--- src/rtl/snake_ram_arbiter.sv ---
// Round-robin arbiter sharing the single-port snake-segment RAM between the
// update sequencer (U, read/write, lockable) and the VGA renderer (R, read-only).
module snake_ram_arbiter #(
    parameter int ADDR_W = 11,
    parameter int DATA_W = 17
) (
    input  logic              clk,
    input  logic              reset,
    input  logic              u_req,
    input  logic              u_we,
    input  logic [ADDR_W-1:0] u_addr,
    input  logic [DATA_W-1:0] u_wdata,
    input  logic              u_lock,
    output logic              u_ack,
    output logic              u_rvalid,
    input  logic              r_req,
    input  logic [ADDR_W-1:0] r_addr,
    output logic              r_ack,
    output logic              r_rvalid,
    output logic [DATA_W-1:0] rdata,
    output logic [ADDR_W-1:0] ram_address,
    output logic [DATA_W-1:0] ram_data,
    output logic              ram_wren,
    input  logic [DATA_W-1:0] ram_q,
    output logic              lock_active,
    output logic              busy
);

    typedef enum logic [1:0] {
        IDLE,
        ISSUE,
        RESP
    } state_t;

    state_t state, state_n;
    logic   grant_u, grant_r;
    logic   last_grant_r;  // 1 = R won most recently, so U wins the next tie
    logic   cur_u;
    logic   cur_we;

    always_ff @(posedge clk or posedge reset) begin
        if (reset) begin
            state <= IDLE;
        end else begin
            state <= state_n;
        end
    end

    always_comb begin
        state_n = state;
        grant_u = 1'b0;
        grant_r = 1'b0;
        case (state)
            IDLE: begin
                if (lock_active) begin
                    grant_u = u_req;
                end else if (u_req && r_req) begin
                    grant_u = last_grant_r;
                    grant_r = !last_grant_r;
                end else begin
                    grant_u = u_req;
                    grant_r = r_req;
                end
                if (grant_u || grant_r) begin
                    state_n = ISSUE;
                end
            end
            ISSUE:   state_n = cur_we ? IDLE : RESP;
            RESP:    state_n = IDLE;
            default: state_n = IDLE;
        endcase
    end

    always_ff @(posedge clk or posedge reset) begin
        if (reset) begin
            u_ack        <= 1'b0;
            r_ack        <= 1'b0;
            u_rvalid     <= 1'b0;
            r_rvalid     <= 1'b0;
            rdata        <= '0;
            ram_address  <= '0;
            ram_data     <= '0;
            ram_wren     <= 1'b0;
            lock_active  <= 1'b0;
            last_grant_r <= 1'b1;
            cur_u        <= 1'b0;
            cur_we       <= 1'b0;
        end else begin
            u_ack    <= grant_u;
            r_ack    <= grant_r;
            u_rvalid <= (state == RESP) && cur_u;
            r_rvalid <= (state == RESP) && !cur_u;

            if (grant_u || grant_r) begin
                ram_address  <= grant_u ? u_addr : r_addr;
                ram_data     <= grant_u ? u_wdata : '0;
                ram_wren     <= grant_u && u_we;
                cur_u        <= grant_u;
                cur_we       <= grant_u && u_we;
                last_grant_r <= grant_r;
            end else if (state == ISSUE) begin
                ram_wren <= 1'b0;
            end

            if (state == RESP) begin
                rdata <= ram_q;
            end

            // Dropping u_lock always wins over a same-edge locked grant.
            if (!u_lock) begin
                lock_active <= 1'b0;
            end else if (grant_u) begin
                lock_active <= 1'b1;
            end
        end
    end

    assign busy = (state != IDLE);

endmodule

--- config.mk ---
export PLATFORM = sky130hd
export DESIGN_NAME = snake_ram_arbiter
export DESIGN_NICKNAME = d
export VERILOG_FILES = /design/src/rtl/snake_ram_arbiter.sv
export SDC_FILE = /design/constraint.sdc
export NUM_CORES = 1
export LEC_CHECK = 0
export BUFFER_PORTS_ARGS = -buffer_cell sky130_fd_sc_hd__buf_2
export CAP_MARGIN = 15
export CORE_ASPECT_RATIO = 2
export CORE_MARGIN = 2
export CORE_UTILIZATION = 40
export CTS_BUF_LIST = sky130_fd_sc_hd__clkbuf_8
export CTS_CLUSTER_SIZE = 12
export DETAILED_ROUTE_END_ITERATION = 8
export MAX_ROUTING_LAYER = met4
export PLACE_DENSITY = 0.73
export SKIP_CTS_REPAIR_TIMING = 1
export SYNTH_ARGS = -nofsm -noshare
export SYNTH_HDL_FRONTEND = slang
export SYNTH_SLANG_ARGS = --single-unit
--- constraint.sdc ---
create_clock -name clk -period 2 [get_ports clk]
set_input_delay 0.4 -clock clk [delete_from_list [all_inputs] [get_ports clk]]
set_output_delay 0.4 -clock clk [all_outputs]
set_load 0.02 [all_outputs]
After elaboration in Yosys (flattened, before gate mapping)
Index checks and enable logic that the tools add are counted.
Cells by class
  muxes and demuxes: 17
  reduce and logical (&&, ||, !) cells: 11
  eq/ne operators: 4
Operators with widths (count)
  17-bit two-way mux: 1
  1-bit two-way mux: 12
  11-bit two-way mux: 1
  1-bit logical AND: 4
  2-bit two-way mux: 2
  2-bit one-hot mux with 2 select lines: 1
  2-bit nonzero test: 2
  2-bit by 1-bit == test with 1-bit output (second input constant): 1
  2-bit == test (second input constant): 1
  1-bit zero test: 2
  2-bit zero test: 1
  1-bit logical OR: 2
  2-bit by 1-bit inequality test with 1-bit output (second input constant): 1
  2-bit inequality test (second input constant): 1
Storage, ports and cells
  register bits after elaboration: 56
  output and inout bits: 52
  logic and storage cells: 45

Logic depth before layout (Yosys ltp)
Gate-level depths: netlist of run 1.
  depth after elaboration: 7
  mapped depth: 4
  mapped depth without buffers: 3

Worst setup path after synthesis of run 1
Ideal clock, no wire load.
  kind: reg2reg
  start point: register lock_active
  end point: register ram_address[0]
  buffers on the path: 1
  setup slack: 579 ps
  clock period less this slack: 1421 ps
  arrival: 1295 ps
  data required time: 1874 ps
  cell stages (with the launch flop): 4
  setup time: 126 ps
  cells stage by stage: dfrtp_1 > o311a_4 > buf_6 > a221o_1
Between the ends
  longest elaborated chain between the ends: 4
  elaborated cells between the ends (all ways): 8
Ends and longest elaborated chain
  start: declaration: RTL line 25  | output logic lock_active,
  start signal: assignment: RTL line 84  | lock_active <= 1'b0;
  start signal: assignment: RTL line 111  | lock_active <= 1'b0;
  start signal: assignment: RTL line 113  | lock_active <= 1'b1;
  1-bit two-way mux: RTL line 55  | if (lock_active) begin
  1-bit two-way mux (2 in series): RTL line 53  | case (state)
  11-bit two-way mux or 1-bit logical OR (tied branches): RTL line 95, 94
  end signal: assignment: RTL line 95  | ram_address <= grant_u ? u_addr : r_addr;
  end: declaration: RTL line 21  | output logic [ADDR_W-1:0] ram_address,
Several ways; a longest one is shown, not always the timed one. The select of a mux whose other input is x is not followed.
A chain may end at the register's enable or synchronous reset.

Final worst setup path of run 1
  start point: register state[1]
  end point: output busy
Between the ends
  longest elaborated chain between the ends: 1
Ends and longest elaborated chain
  start: declaration: RTL line 35  | state_t state, state_n;
  start signal: assignment: RTL line 45  | state <= state_n;
  2-bit nonzero test: RTL line 118  | assign busy = (state != IDLE);
  end: declaration: RTL line 26  | output logic busy
Every way passes these cells.

==> summary.txt, run 1 <==
Routing
  • Via Count: 1655
  • Routed WL: between 4 and 5 mm
  • ANT nets after route: 0
  • Vias per cell: 5.172
  • Routed WL per cell: 15.06 um
  • Drt first pass iters: 4
  • # DRC: 0
  • DR iter-0 viols: 29

GRT
  • GR Overflow Total: 0
  • Largest net degree at the start of global routing: 36
  • Global-route wire length before repair: ~7.6 mm
  • Number of global-route vias before repair: roughly 1700
  • Initial antenna violation count: 0
  • Total Routing Usage GR: 0.1692

Timing
  • Setup violators final: 0
  • Worst Skew: ~12 ps
  • Crit share post-route: 0.8281
  • Worst Tran Pin Value: about 470 ps
  • Max Fclk: 603.8 MHz
  • Fin crit period: 1656 ps
  • Worst rel slew slack: 0.6882
  • RSZ-0062 raised after global routing: false
  • Final hold viol count: 0
  • Count of final max-slew check failures: 0
  • Final setup TNS: 0 ps

Worst setup path
  • Crit path cell chain: nor2_1 -> inv_1 -> buf_2
  • CP max stage delay: about 430 ps
  • CP startpoint kind: register
  • Maximum net fanout on the critical path: 4
  • CP delay by family, top: flip-flops
  • WP buf/inv: 2
  • Critical path required time: approximately 1600 ps
  • Crit path max-delay cell type: dfrtp_1
  • CP arrival: roughly 1300 ps
  • Worst Setup End Kind: output pin
  • Setup Crit Path Kind: reg -> out

Pwr
  • Clock group share of total power: 0.132
  • Switching share of power: 0.4004
  • Internal: around 0.0028 W
  • Sequential power share: 0.412
  • VDD IR max: roughly 0.0011 V
  • Static Leak: 1.564 nW
  • Pwr Density: around 1600 mW/mm^2
  • NetSw: approximately 0.0019 W
  • Logic pwr share: 0.456
  • Power Total: roughly 0.0046 W

Finish
  • ANT cells: 0
  • Layout cells sized above 1: 0.5573
  • Non-Filler Cell Area, Final: approximately 0.0029 sq mm
  • Highest-count cells in the layout ignoring fill and taps: buf_2 (113), dfrtp_1 (55), a22o_1 (19)
  • Fin nets: between 300 and 400
  • Fillers: between 400 and 500
  • Synthesis-to-layout area growth: 34.37%
  • Most common cell after layout, fill and taps aside: buf_2

Placed design
  • Placed cell areas: approximately 0.0028 sq mm
  • GPL Wtd Cong: 0.7674
  • Port Buffers: 113
  • DP HPWL: approximately 3.7 mm

Floorplan
  • Core area: 0.005139 sq mm
  • Die area: between 0.005 and 0.006 sq mm
  • Site Rows: 37
  • Die span in x: roughly 56 um
  • Initial core utilization: 0.4137
  • Die Y: between 100 and 150 um
  • I/O pins: 114

Clock tree
  • Max H-tree Level: 2
  • Sink Count: 56
  • Root Driver: clkbuf_8
  • Longest Clk Path Bufs: 2
  • CTS tree: built
  • CTS clk-pin slew, worst paths: 110 ps
  • Clock latency on the worst-skew pair: just over 300 ps
  • Num CTS Buffers: 5

Logic synthesis
  • Synth Register Bits: 56
  • Syn_nets: ~210
  • Yosys top cell by area: dfrtp_1
  • Post-Synthesis Cells: 146
  • Seq/Total Area, Yosys: 0.6598
  • Synthesized area: about 0.0021 sq mm
  • Largest cells by area after synthesis: dfrtp_1 (65%), mux2_2 (7.9%), a22o_1 (7.8%)
  • Yosys cell types: 20
  • Synth top area share: 0.6474
  • Synth warn: 0
  • Syn Area/Cell: between 10 and 15 sq um

Worst hold path
  • Hold Crit Class: in -> async

Run status
  • Status: complete, no violations

Flow run
  • # Max-Cap Violations: 0
-- sequential cells by signal (all words and copies together), names as in the netlist --
signal,flops
state,2
ram_address,11
cur_u,1
r_rvalid,1
last_grant_r,1
rdata,17
ram_data,17
lock_active,1
r_ack,1
u_rvalid,1
ram_wren,1
cur_we,1
u_ack,1
-- kinds of logic after synthesis --
family	Yosys count	share of synthesized area
AOI/OAI and AO/OA	35	0.1542
buffers and inverters	16	0.03531
DFF	56	0.6598
muxes	17	0.09005
and+or+nand+nor	22	0.06062
-- layout make-up --
cell class | instances | area [sq um] | share of cell area
timing repair buffer | 118 | 615.6 | 0.2155
inverter | 6 | 22.52 | 0.007884
multi-input combinational | 74 | 651.9 | 0.2282
clock buffer | 5 | 68.82 | 0.02409
sequential | 56 | 1403 | 0.4910
clock inverter | 3 | 22.52 | 0.007884
tap | 58 | 72.57 | 0.02541
-- layer usage --
layer  vias up  part of all wire  track usage
met1       807              0.36       0.1791
met5         -                 0            -
li1        766                 -            -
met4         0             0.013      0.06794
met3         6             0.051      0.03016
met2        76              0.57       0.3061
-- synth_stat cells, drive strengths merged --
master,count
a32o,1
o21ai,1
a221o,11
dfstp,1
nand2,3
buf,7
mux2,17
nand2b,2
nor2b,1
dfrtp,55
and3,11
clkbuf,3
inv,6
nor4b,1
o311a,1
a22o,19
nor2,4
o21a,2
-- per-stage QoR --
step | setup WS (ps) | instances | hold WS [ps] | utilization
after floorplan | 230.4 | 146 | 403.3 | -
after global routing | 275.4 | 320 | 111.5 | 0.5559
after CTS | 333.6 | 320 | 105.0 | 0.5559
after detailed placement | 413.8 | 312 | 421.3 | 0.5381
final | 343.8 | 320 | 92.09 | 0.5559
after global placement | 462.8 | 312 | 427.6 | 0.5381
-- path summary, 6_finish.rpt --
path,cells past startpoint,start,endpoint,slack [ps]
worst min register to register,1,cur_u$_DFFE_PP0P_,r_rvalid$_DFF_PP0_,460
max in group asynchronous,3,reset,last_grant_r$_DFFE_PP1P_,1290
worst max-delay path,3,state[1]$_DFFE_PP0P_,busy,340
worst min-delay path,2,reset,rdata[16]$_DFFE_PP0N_,90
worst max register to register,3,state[1]$_DFFE_PP0P_,ram_address[5]$_DFFE_PP0P_,490
min in group clk,2,ram_q[10],rdata[10]$_DFFE_PP0N_,310
-- power groups by stage --
stage	Combinational, W	Clock, W	Sequential, W
after CTS	0.00215	0.000639	0.00192
after global placement	0.00211	0	0.00193
after global routing	0.00228	0.000693	0.00198
final	0.00212	0.000612	0.00191
after detailed placement	0.00216	0	0.00192
after floorplan	0.000863	0	0.00247
Note: power is estimated with default switching activity, not from simulation.
==> run 2, diff against run 1 <==
--- a/config.mk
+++ b/config.mk
@@ -14,7 +14,7 @@
 export CTS_CLUSTER_SIZE = 12
 export DETAILED_ROUTE_END_ITERATION = 8
 export MAX_ROUTING_LAYER = met4
-export PLACE_DENSITY = 0.73
+export PLACE_DENSITY = 0.76
 export SKIP_CTS_REPAIR_TIMING = 1
 export SYNTH_ARGS = -nofsm -noshare
 export SYNTH_HDL_FRONTEND = slang
==> constraint.sdc (replaced) <==
create_clock -name clk -period 1.39 [get_ports clk]
set_input_delay 0.278 -clock clk [delete_from_list [all_inputs] [get_ports clk]]
set_output_delay 0.278 -clock clk [all_outputs]
set_load 0.02 [all_outputs]
==> run 2 against run 1 <==
Compared with the run above: the run now ends with setup timing left; largest power group unchanged; clock power increased by 32%; setup slack got worse by 350 ps; critical endpoint is now ram_address[8]$_DFFE_PP0P_; flip-flop and latch count unchanged; sequential power increased by 43%; via count increased by 2.4%; total power increased by 49%; highest routed layer unchanged; critical path depth decreased by 1.
==> summary.txt, run 2 (same netlist as run 1, synthesis figures left out) <==
Run status
  • Status: finished, violations left
  • Failing checks: setup timing

Pwr
  • VDD IR max: 0.001348 V (+26%)
  • Internal: 0.004222 W (+52%)
  • Switching share of power: 0.3904 (-0.01001)
  • Pwr Density: 2329 mW/mm^2 (+43%)
  • Static Leak: 1.627 nW (+4.0%)
  • Logic pwr share: 0.488 (+0.032)
  • NetSw: 0.002704 W (+45%)
  • Sequential power share: 0.395 (-0.017)
  • Clock group share of total power: 0.117 (-0.015)

Routing
  • ANT nets after route: 0 (unchanged)
  • Vias per cell: 5.133 (-0.75%)
  • # DRC: 0 (unchanged)
  • Drt first pass iters: 4 (unchanged)
  • Routed WL: 5.103 mm (+5.9%)
  • Routed WL per cell: 15.46 um (+2.7%)
  • Via Count: 1694 (+2.4%)
  • DR iter-0 viols: 74 (+160%)

Clock tree
  • Clock latency on the worst-skew pair: 300 ps (about the same)
  • Root Driver: clkbuf_8
  • Sink Count: 56 (unchanged)
  • CTS clk-pin slew, worst paths: 90 ps (-20 ps)
  • Max H-tree Level: 2 (unchanged)
  • Longest Clk Path Bufs: 2 (unchanged)
  • Num CTS Buffers: 5 (unchanged)
  • CTS tree: built

GRT
  • GR Overflow Total: 0 (unchanged)
  • Total Routing Usage GR: 0.1763 (+0.007077)
  • Number of global-route vias before repair: 1718 (+1.8%)
  • Largest net degree at the start of global routing: 32 (-11%)
  • Initial antenna violation count: 0 (unchanged)
  • Global-route wire length before repair: 8.045 mm (+5.2%)

Finish
  • Fillers: 439 (-5.8%)
  • Fin nets: 333 (+3.1%)
  • Non-Filler Cell Area, Final: 0.002974 sq mm (+4.1%)
  • ANT cells: 0 (unchanged)
  • Synthesis-to-layout area growth: 39.91%
  • Biggest regs: ram_data: 17 flops, rdata: 17 flops, ram_address: 11 flops
  • Non-filler cells, final: 330 (+3.1%)
  • Highest-count cells in the layout ignoring fill and taps: buf_2 (112), dfrtp_1 (54), a22o_1 (19)
  • Most common cell after layout, fill and taps aside: buf_2
  • Layout cells sized above 1: 0.5772 (+0.01995)

Timing
  • Fin crit period: around 1400 ps
  • Crit share post-route: 1.003
  • Final hold viol count: 0 (unchanged)
  • Max Fclk: 717.5 MHz
  • RSZ-0062 raised after global routing: true
  • Worst rel slew slack: 0.7431 (+0.05495)
  • WHS: 51.39 ps (-40.70 ps)
  • Final setup TNS: -3.825 ps (-3.825 ps)
  • Worst Skew: 6.563 ps (-5.846 ps)
  • Setup violators final: 1 (+1)
  • Post-route setup slack: -3.825 ps (-347.6 ps)
  • Count of final max-slew check failures: 0 (unchanged)
  • Worst Tran Pin Value: 385.3 ps (-81.74 ps)

Placed design
  • DP HPWL: 3.886 mm (+6.0%)
  • Dpl cells: 321 (+2.9%)
  • GPL Wtd Cong: 0.7638 (-0.47%)
  • Port Buffers: 113 (unchanged)
  • Placed cell areas: 0.002875 sq mm (+4.0%)

Floorplan
  • Die Y: 107.1 um (unchanged)
  • Initial core utilization: 0.4137 (unchanged)
  • I/O pins: 114 (unchanged)
  • Die area: 0.005949 sq mm (unchanged)
  • Site Rows: 37 (unchanged)
  • Core area: 0.005139 sq mm (unchanged)
  • Die span in x: 55.55 um (unchanged)

Worst setup path
  • Critical path required time: 1570 ps (-30 ps)
  • CP startpoint kind: register
  • Maximum net fanout on the critical path: 17 (+13)
  • Worst Setup End Kind: register
  • CP arrival: 1570 ps (+310 ps)
  • Setup Crit Path Kind: reg -> reg

Flow run
  • # Max-Cap Violations: 0 (unchanged)

Worst hold path
  • Hold Crit Class: in -> async
-- run 2: changes by cell type in the layout (fill, tap and decap cells not counted), sizes merged --
cell,change
clkinv,-2
buf,+10
inv,+1
clkinvlp,+1
-- run 2: per-stage QoR --
step                        util  power [W]  worst slack, ps
after floorplan                -   0.004805            3.943
after global placement    0.5595   0.006042            1.191
after detailed placement  0.5595   0.006134           -21.64
after CTS                 0.5751   0.006961           -133.6
after global routing      0.5788   0.007360           -66.12
final                     0.5788   0.006926           -3.825
-- run 2: path summary, 6_finish.rpt --
path | startpoint | endpoint | slack [ps] | cells past startpoint
max | last_grant_r$_DFFE_PP1P_ | ram_address[8]$_DFFE_PP0P_ | -4 | 2
min | reset | ram_data[5]$_DFFE_PP0P_ | 50 | 3
max reg2reg | last_grant_r$_DFFE_PP1P_ | ram_address[8]$_DFFE_PP0P_ | -4 | 2
min reg2reg | cur_we$_DFFE_PP0P_ | state[1]$_DFFE_PP0P_ | 440 | 1
max in group asynchronous | reset | last_grant_r$_DFFE_PP1P_ | 990 | 3
min in group clk | u_lock | lock_active$_DFFE_PP0P_ | 180 | 2
-- run 2: cell type report --
type	instances	area (sq um)	area share
Tap cell	58	72.57	0.02440
Multi-Input combinational cell	74	656.9	0.2209
Inverter	6	26.28	0.008835
Clock buffer	5	68.82	0.02314
Timing Repair Buffer	128	734.5	0.2470
Sequential cell	56	1404	0.4720
Clock inverter	3	11.26	0.003786
-- run 2: critical path, stage by stage, from the launching register on --
cell and delay (ps):
dfstp_2 390, o311a_4 490, a221o_1 390
-- run 2: per-layer routing --
layer | GRT usage | vias to the layer above | wire [um]
li1 | - | 790 | -
met1 | 0.1911 | 840 | 1865
met2 | 0.3223 | 60 | 2926
met3 | 0.03257 | 4 | 260
met4 | 0.05226 | 0 | 50
met5 | - | - | 0
-- run 2: power groups by stage --
stage               combinational (W)  sequential (W)  clock [W]
global placement              0.00329         0.00275          0
global route                  0.00363         0.00282   0.000914
detailed placement            0.00337         0.00276          0
finish                        0.00338         0.00274   0.000810
floorplan                     0.00124         0.00356          0
CTS                           0.00337         0.00274   0.000850
